File: src/rtl/fir_tap_sequencer.sv
// fir_tap_sequencer
//
// Front end of the FIR datapath. It presents one (sample, coefficient) pair
// per clock to a 64-cycle MAC that shares this block's reset, so the tap
// index here (phase) stays in lock-step with the MAC's frame counter.
// Input samples arrive over a valid/ready handshake. Each one is parked in a
// one-deep pending register and committed to a circular delay line at the
// next frame boundary. A writable coefficient bank supplies coeff.
//
// Optional feature macro: FIR_SEQ_OVERRUN_EN
//   undefined : s_ready = !pending, overrun tied 0
//   defined   : s_ready held 1. A sample accepted while one is already
//               pending replaces it and sets the sticky overrun flag.
//
// Ports
//   clk          clock
//   rst          synchronous active-high reset (shared with the MAC)
//   s_valid      input sample valid
//   s_data       input sample (DW bits, two's complement)
//   s_ready      sequencer can accept a sample this cycle
//   coef_we      coefficient write strobe
//   coef_addr    coefficient index k (weights the k-th newest sample)
//   coef_data    coefficient value (DW bits, two's complement)
//   x            sample to the MAC (0 when the frame carries no real sample)
//   coeff        coefficient to the MAC
//   phase        tap index within the current frame
//   frame_active current frame carries a real sample
//   y_valid      one-cycle pulse with the MAC tick whose result is real
//   overrun      sticky sample-loss flag

module fir_tap_sequencer #(
  parameter int TAPS = 64,
  parameter int AW   = 6,
  parameter int DW   = 16
) (
  input  logic          clk,
  input  logic          rst,
  input  logic          s_valid,
  input  logic [DW-1:0] s_data,
  output logic          s_ready,
  input  logic          coef_we,
  input  logic [AW-1:0] coef_addr,
  input  logic [DW-1:0] coef_data,
  output logic [DW-1:0] x,
  output logic [DW-1:0] coeff,
  output logic [AW-1:0] phase,
  output logic          frame_active,
  output logic          y_valid,
  output logic          overrun
);

  logic [AW-1:0] head;
  logic          pending;
  logic [DW-1:0] pend_data;
  logic [DW-1:0] dline [TAPS];
  logic [DW-1:0] coef  [TAPS];

  logic          wrap;
  logic          accept;
  logic [AW-1:0] head_m1;
  logic [AW-1:0] rd_idx;

  // Last tap of the frame: the edge ending this cycle starts a new frame.
  assign wrap    = (phase == AW'(TAPS - 1));
  assign accept  = s_valid && s_ready;
  // The newest sample lives at head, so committing moves head back by one;
  // index arithmetic wraps naturally in AW bits.
  assign head_m1 = head - 1'b1;
  assign rd_idx  = head + phase;

  // Tap outputs are read straight from registered state so the MAC sees
  // the pair within the same cycle. Idle frames stream zero samples while
  // the coefficients keep cycling.
  assign x     = frame_active ? dline[rd_idx] : '0;
  assign coeff = coef[phase];

  // Frame counter, delay-line head, pending sample and frame flags.
  // A sample accepted on the wrap edge itself becomes pending for the next
  // frame. In overrun mode this edge also commits the previous pending
  // sample, so nothing is lost.
  always_ff @(posedge clk) begin
    if (rst) begin
      phase        <= '0;
      head         <= '0;
      pending      <= 1'b0;
      pend_data    <= '0;
      frame_active <= 1'b0;
      y_valid      <= 1'b0;
    end else begin
      phase   <= phase + 1'b1;
      y_valid <= wrap && frame_active;
      if (wrap) begin
        if (pending) begin
          head         <= head_m1;
          frame_active <= 1'b1;
        end else begin
          frame_active <= 1'b0;
        end
      end
      if (accept) begin
        pending   <= 1'b1;
        pend_data <= s_data;
      end else if (wrap) begin
        pending   <= 1'b0;
      end
    end
  end

  // Circular delay line. It is written only when a pending sample commits
  // at the frame boundary.
  always_ff @(posedge clk) begin
    if (rst) begin
      for (int i = 0; i < TAPS; i++) dline[i] <= '0;
    end else if (wrap && pending) begin
      dline[head_m1] <= pend_data;
    end
  end

  // Coefficient bank. A write lands at the edge, so a same-cycle read still
  // sees the old value and only taps not yet streamed pick up the change.
  always_ff @(posedge clk) begin
    if (rst) begin
      for (int i = 0; i < TAPS; i++) coef[i] <= '0;
    end else if (coef_we) begin
      coef[coef_addr] <= coef_data;
    end
  end

`ifdef FIR_SEQ_OVERRUN_EN
  assign s_ready = 1'b1;

  // Overwriting a still-pending sample loses it. On the wrap edge the old
  // sample commits instead, so that edge never counts as a loss.
  always_ff @(posedge clk) begin
    if (rst) begin
      overrun <= 1'b0;
    end else if (accept && pending && !wrap) begin
      overrun <= 1'b1;
    end
  end
`else
  assign s_ready = !pending;
  assign overrun = 1'b0;
`endif

endmodule

File: config.mk
export PLATFORM = sky130hd
export DESIGN_NAME = fir_tap_sequencer
export DESIGN_NICKNAME = d
export VERILOG_FILES = /design/src/rtl/fir_tap_sequencer.sv
export SDC_FILE = /design/constraint.sdc
export NUM_CORES = 2
export LEC_CHECK = 0
export ABC_AREA = 1
export BUFFER_PORTS_ARGS = -buffer_cell sky130_fd_sc_hd__buf_2
export CAP_MARGIN = 5
export CELL_PAD_IN_SITES_DETAIL_PLACEMENT = 1
export CELL_PAD_IN_SITES_GLOBAL_PLACEMENT = 1
export CORE_ASPECT_RATIO = 1.5
export CORE_UTILIZATION = 30
export CTS_BUF_LIST = sky130_fd_sc_hd__clkbuf_2 sky130_fd_sc_hd__clkbuf_4 sky130_fd_sc_hd__clkbuf_8
export CTS_CLUSTER_DIAMETER = 30
export DETAILED_ROUTE_END_ITERATION = 10
export GPL_ROUTABILITY_DRIVEN = 0
export GPL_TIMING_DRIVEN = 0
export MAX_ROUTING_LAYER = met4
export PLACE_DENSITY = 0.63
export SLEW_MARGIN = 10
export SYNTH_ARGS = -nofsm -noshare
export SYNTH_HDL_FRONTEND = slang
export SYNTH_SLANG_ARGS = --single-unit
File: constraint.sdc
create_clock -name clk -period 3.15 [get_ports clk]
set_input_delay 0.315 -clock clk [delete_from_list [all_inputs] [get_ports clk]]
set_output_delay 0.315 -clock clk [all_outputs]
set_load 0.02 [all_outputs]
==> out/qor.json <==
{
  "outcome": {"value": "complete, but fails checks"},
  "violations_in_the_final_reports": {"value": "setup timing"},
  "rsz_0062_raised_after_global_routing": {"value": "true"},
  "worst_hold_path_cell_count": {"value": 4},
  "synth.top_cells.by_area": {"value": "edfxtp_1 (65%), nor2_1 (11%), nand2_1 (7.3%)"},
  "timing_worst_slew_pin_value": {"value": 1.45, "unit": "ns"},
  "port_buffers": {"value": 77},
  "filler_cell_count": {"value": 35200},
  "grt_pass1_vias": {"value": 81900},
  "yosys.area.top_type": {"value": "edfxtp_1"},
  "pwr_density_cell": {"value": 643, "unit": "nW/um2"},
  "antenna_violating_nets_post_route": {"value": 0},
  "synth-edff-count": {"value": 2048},
  "grt_max_degree": {"value": 17},
  "timing.final.setup_violations": {"value": 1186},
  "tritoncts_clock_tree": {"value": "done"},
  "clk_root_buffer_cell": {"value": "clkbuf_8"},
  "yosysWarnings": {"value": 0},
  "report.final.slew_viol_count": {"value": 0},
  "synth_largest_type_area_fraction": {"value": 65.4, "unit": "%"},
  "worstPathRequired": {"value": 2.83, "unit": "ns"},
  "syn_nets": {"value": 9615},
  "cp-start-kind": {"value": "flip-flop"},
  "power.total": {"value": 74.6, "unit": "mW"},
  "cp_common_cell": {"value": "clkbuf_1"},
  "die-width": {"value": 459, "unit": "um"},
  "dr.pass1.iters": {"value": 6},
  "clock.fmax": {"value": 209, "unit": "MHz"},
  "io_pins": {"value": 84},
  "p_leak": {"value": 43.3, "unit": "nW"},
  "rows": {"value": 251},
  "maxCapViolCount": {"value": 0},
  "yosysMostFrequentCell": {"value": "nor2_1"},
  "max-clock-path-buffers": {"value": 4},
  "synth.lib_cells_used.distinct": {"value": 43},
  "fin_crit": {"value": 4.78, "unit": "ns"},
  "detailedPlacementHpwl": {"value": 330000, "unit": "um"},
  "holdPathEnd": {"value": "coef[6][0]"},
  "setup_ws": {"value": -1.63, "unit": "ns"},
  "vdd_ir_drop_max": {"value": 0.331, "unit": "mV"},
  "cts_max_level": {"value": 5},
  "hp-start": {"value": "coef_addr[3]"},
  "critPathMaxFanout": {"value": 10},
  "drive_above_1_share": {"value": 18.7, "unit": "%"},
  "worst_r2r_dst": {"value": "dline[53][10]"},
  "timing.clock.skew": {"value": 0.144, "unit": "ns"},
  "chipHeight": {"value": 687, "unit": "um"},
  "crit_path_top_delay_cell": {"value": "clkbuf_1"},
  "postSynthRegisterBits": {"value": 2079},
  "totalNegativeSetupSlack": {"value": -483.37, "unit": "ns"},
  "syn_to_final_growth": {"value": 23.5, "unit": "%"},
  "synth.yosys.seq_area_share": {"value": 66.1, "unit": "%"},
  "detail_route.wirelength": {"value": 458000, "unit": "um"},
  "global_route_congestion_overflow_total": {"value": 0},
  "final.period_utilization": {"value": 152, "unit": "%"},
  "final_design_area_no_fill": {"value": 116000, "unit": "um2"},
  "cp.arrival": {"value": 4.46, "unit": "ns"},
  "clock-sinks": {"value": 2079},
  "path_cells": {"value": "buf_8 > clkbuf_1 > clkbuf_1 > o21ai_0 > o211ai_1 > nand3_4 > nand2_1 > nand3_2 > nand2_4 > buf_2"},
  "detailedRoute.firstIterationViolations": {"value": 7934},
  "critical_path.endpoint_type": {"value": "output port"},
  "clk_transition_reported_paths": {"value": 0.06, "unit": "ns"},
  "crit-reg2reg-launch": {"value": "phase[5]"},
  "finalHoldViolCount": {"value": 0},
  "syn-instance-count": {"value": 9565},
  "number_of_buffers_inserted_during_clock_tree_synthesis": {"value": 429},
  "synth_flop_cell": {"value": "edfxtp_1"},
  "synth-async-reset-ratio": {"value": 0, "unit": "%"},
  "worst_path_dominant_cell_family": {"value": "buffers and inverters"},
  "initial_core_util": {"value": 30.2, "unit": "%"},
  "clock_latency_of_the_later_clocked_register_in_the_worst_skew_pair": {"value": 1.12, "unit": "ns"},
  "r2r_setup_slack": {"value": -0.65, "unit": "ns"},
  "floorplan.die_area": {"value": 316000, "unit": "um2"},
  "post_synth.cell_area_avg": {"value": 9.82, "unit": "um2"},
  "netlist_area": {"value": 94000, "unit": "um2"},
  "layout.core_utilization": {"value": 37.3, "unit": "%"},
  "num_vias": {"value": 79400},
  "track_usage": {"value": 29.4, "unit": "%"},
  "cp_num_buf_inv": {"value": 4},
  "final_net_count": {"value": 10200},
  "slowest_delay": {"value": 0.65, "unit": "ns"},
  "hp-class": {"value": "in2reg"},
  "maxSlewHeadroom": {"value": 3.67, "unit": "%"},
  "post_dp_cell_area": {"value": 100000, "unit": "um2"},
  "route.detailed.vias_per_inst": {"value": 5.39},
  "route.detailed.wl_per_inst": {"value": 31.0, "unit": "um"},
  "worst-setup-path-type": {"value": "reg2out"},
  "drc_markers": {"value": 0},
  "synth_commonest_cells": {"value": "nor2_1 (2,799), edfxtp_1 (2,048), nand2_1 (1,833)"},
  "core_region_area": {"value": 312000, "unit": "um2"},
  "grt_first_pass_wirelength": {"value": 626000, "unit": "um"},
  "initial_antenna_violation_count": {"value": 39},
  "worst-r2r-cell-count": {"value": 8}
}
cell usage in the layout (no fill, tap or decap), types with 57 or more instances in the layout:
cell          n
nand2_1    1642
clkbuf_8    480
nand2_4     113
nand3_1     791
buf_6        70
clkinv_1     63
nand2_2     162
clkbuf_1    347
nand3_4      81
nand3_2     141
nor2_1     2755
buf_2       126
inv_1        78
o21ai_0     532
clkbuf_2    140
edfxtp_1   2048
clkinv_2     68
o211ai_1    121
clkbuf_4    131
buf_4        57
bufinv_16    63
flip-flops by register name, indices dropped and copies added (netlist names):
name	count
frame_active	1
head	6
pending	1
y_valid	1
dline	1024
phase	6
pend_data	16
coef	1024
power breakdown:
group          internal [mW]  switching, mW  total [mW]  leakage (nW)
clock                   19.2           13.6        32.8          4.88
combinational           2.32           7.38        9.70          18.3
sequential              31.6          0.436        32.1          20.1
total                   53.2           21.4        74.6          43.3
worst min-delay path: stages:
cell	delay [ns]
buf_2	0.25
nor3_2	0.14
nand2_2	0.23
nor2_1	0.06
layout make-up:
cell class | instances | area [um2] | area share, %
inverters | 112 | 475 | 0.410
multi-input cells | 6580 | 31300 | 27.0
clock inverters | 276 | 3150 | 2.71
flip-flops and latches | 2079 | 62100 | 53.5
well taps | 4174 | 5220 | 4.50
repair buffers | 183 | 1730 | 1.49
clock buffers | 509 | 6590 | 5.67
diodes | 30 | 75.1 | 0.0647
plain buffers | 793 | 5390 | 4.64
stage by stage:
step | setup slack, ns | cells | hold slack, ns
6_report | -1.63 | 14700 | 0.0789
5_1_grt | -1.65 | 14700 | 0.0714
4_1_cts | -1.52 | 14700 | 0.00326
3_5_place_dp | -3.30 | 13800 | 0.575
3_3_place_gp | -3.30 | 13800 | 0.562
2_1_floorplan | 0.0113 | 9565 | 0.448
cell families (layout without fill, tap and decap cells):
kind of cell,after synthesis,in the layout,share of synthesized area [%]
AOI/OAI and AO/OA,769,769,4.47
xor gates and xnor gates,6,6,0.0839
adders and majority gates,8,8,0.114
buffers and inverters,906,1873,3.83
DFF,2079,2079,66.1
other,1,31,0.00399
and+or+nand+nor,5796,5796,25.4
worst max path at each step:
stage          startpoint  cells after the start        to  slack [ns]
5_1_grt          phase[1]                     20     x[12]       -1.65
2_1_floorplan    phase[1]                     17      x[1]        0.01
3_3_place_gp     phase[1]                     19     x[11]       -3.30
6_report         phase[1]                     10  coeff[5]       -1.63
4_1_cts          phase[1]                     20      x[9]       -1.52
3_5_place_dp     phase[1]                     19     x[11]       -3.30
what timing repair did:
| item | 4_1_cts | 5_1_grt |
|---|---|---|
| endpoints found under the hold margin | 131 | 0 |
| pin swaps | 139 | 45 |
| endpoints found under the setup margin | 2032 | 1322 |
| resized for setup | 1091 | 516 |
| hold buffers | 42 | 0 |
| buffers inserted | 8 | 31 |
| cloned | 15 | 1 |
routing by layer:
metal	vias up	wire (um)	GRT usage, %
met5	-	0	-
met4	0	55600	29.1
met3	1866	36100	7.39
met2	4147	220000	47.8
met1	39700	145000	27.9
li1	33700	-	-
Note: power is estimated with default switching activity, not from simulation.
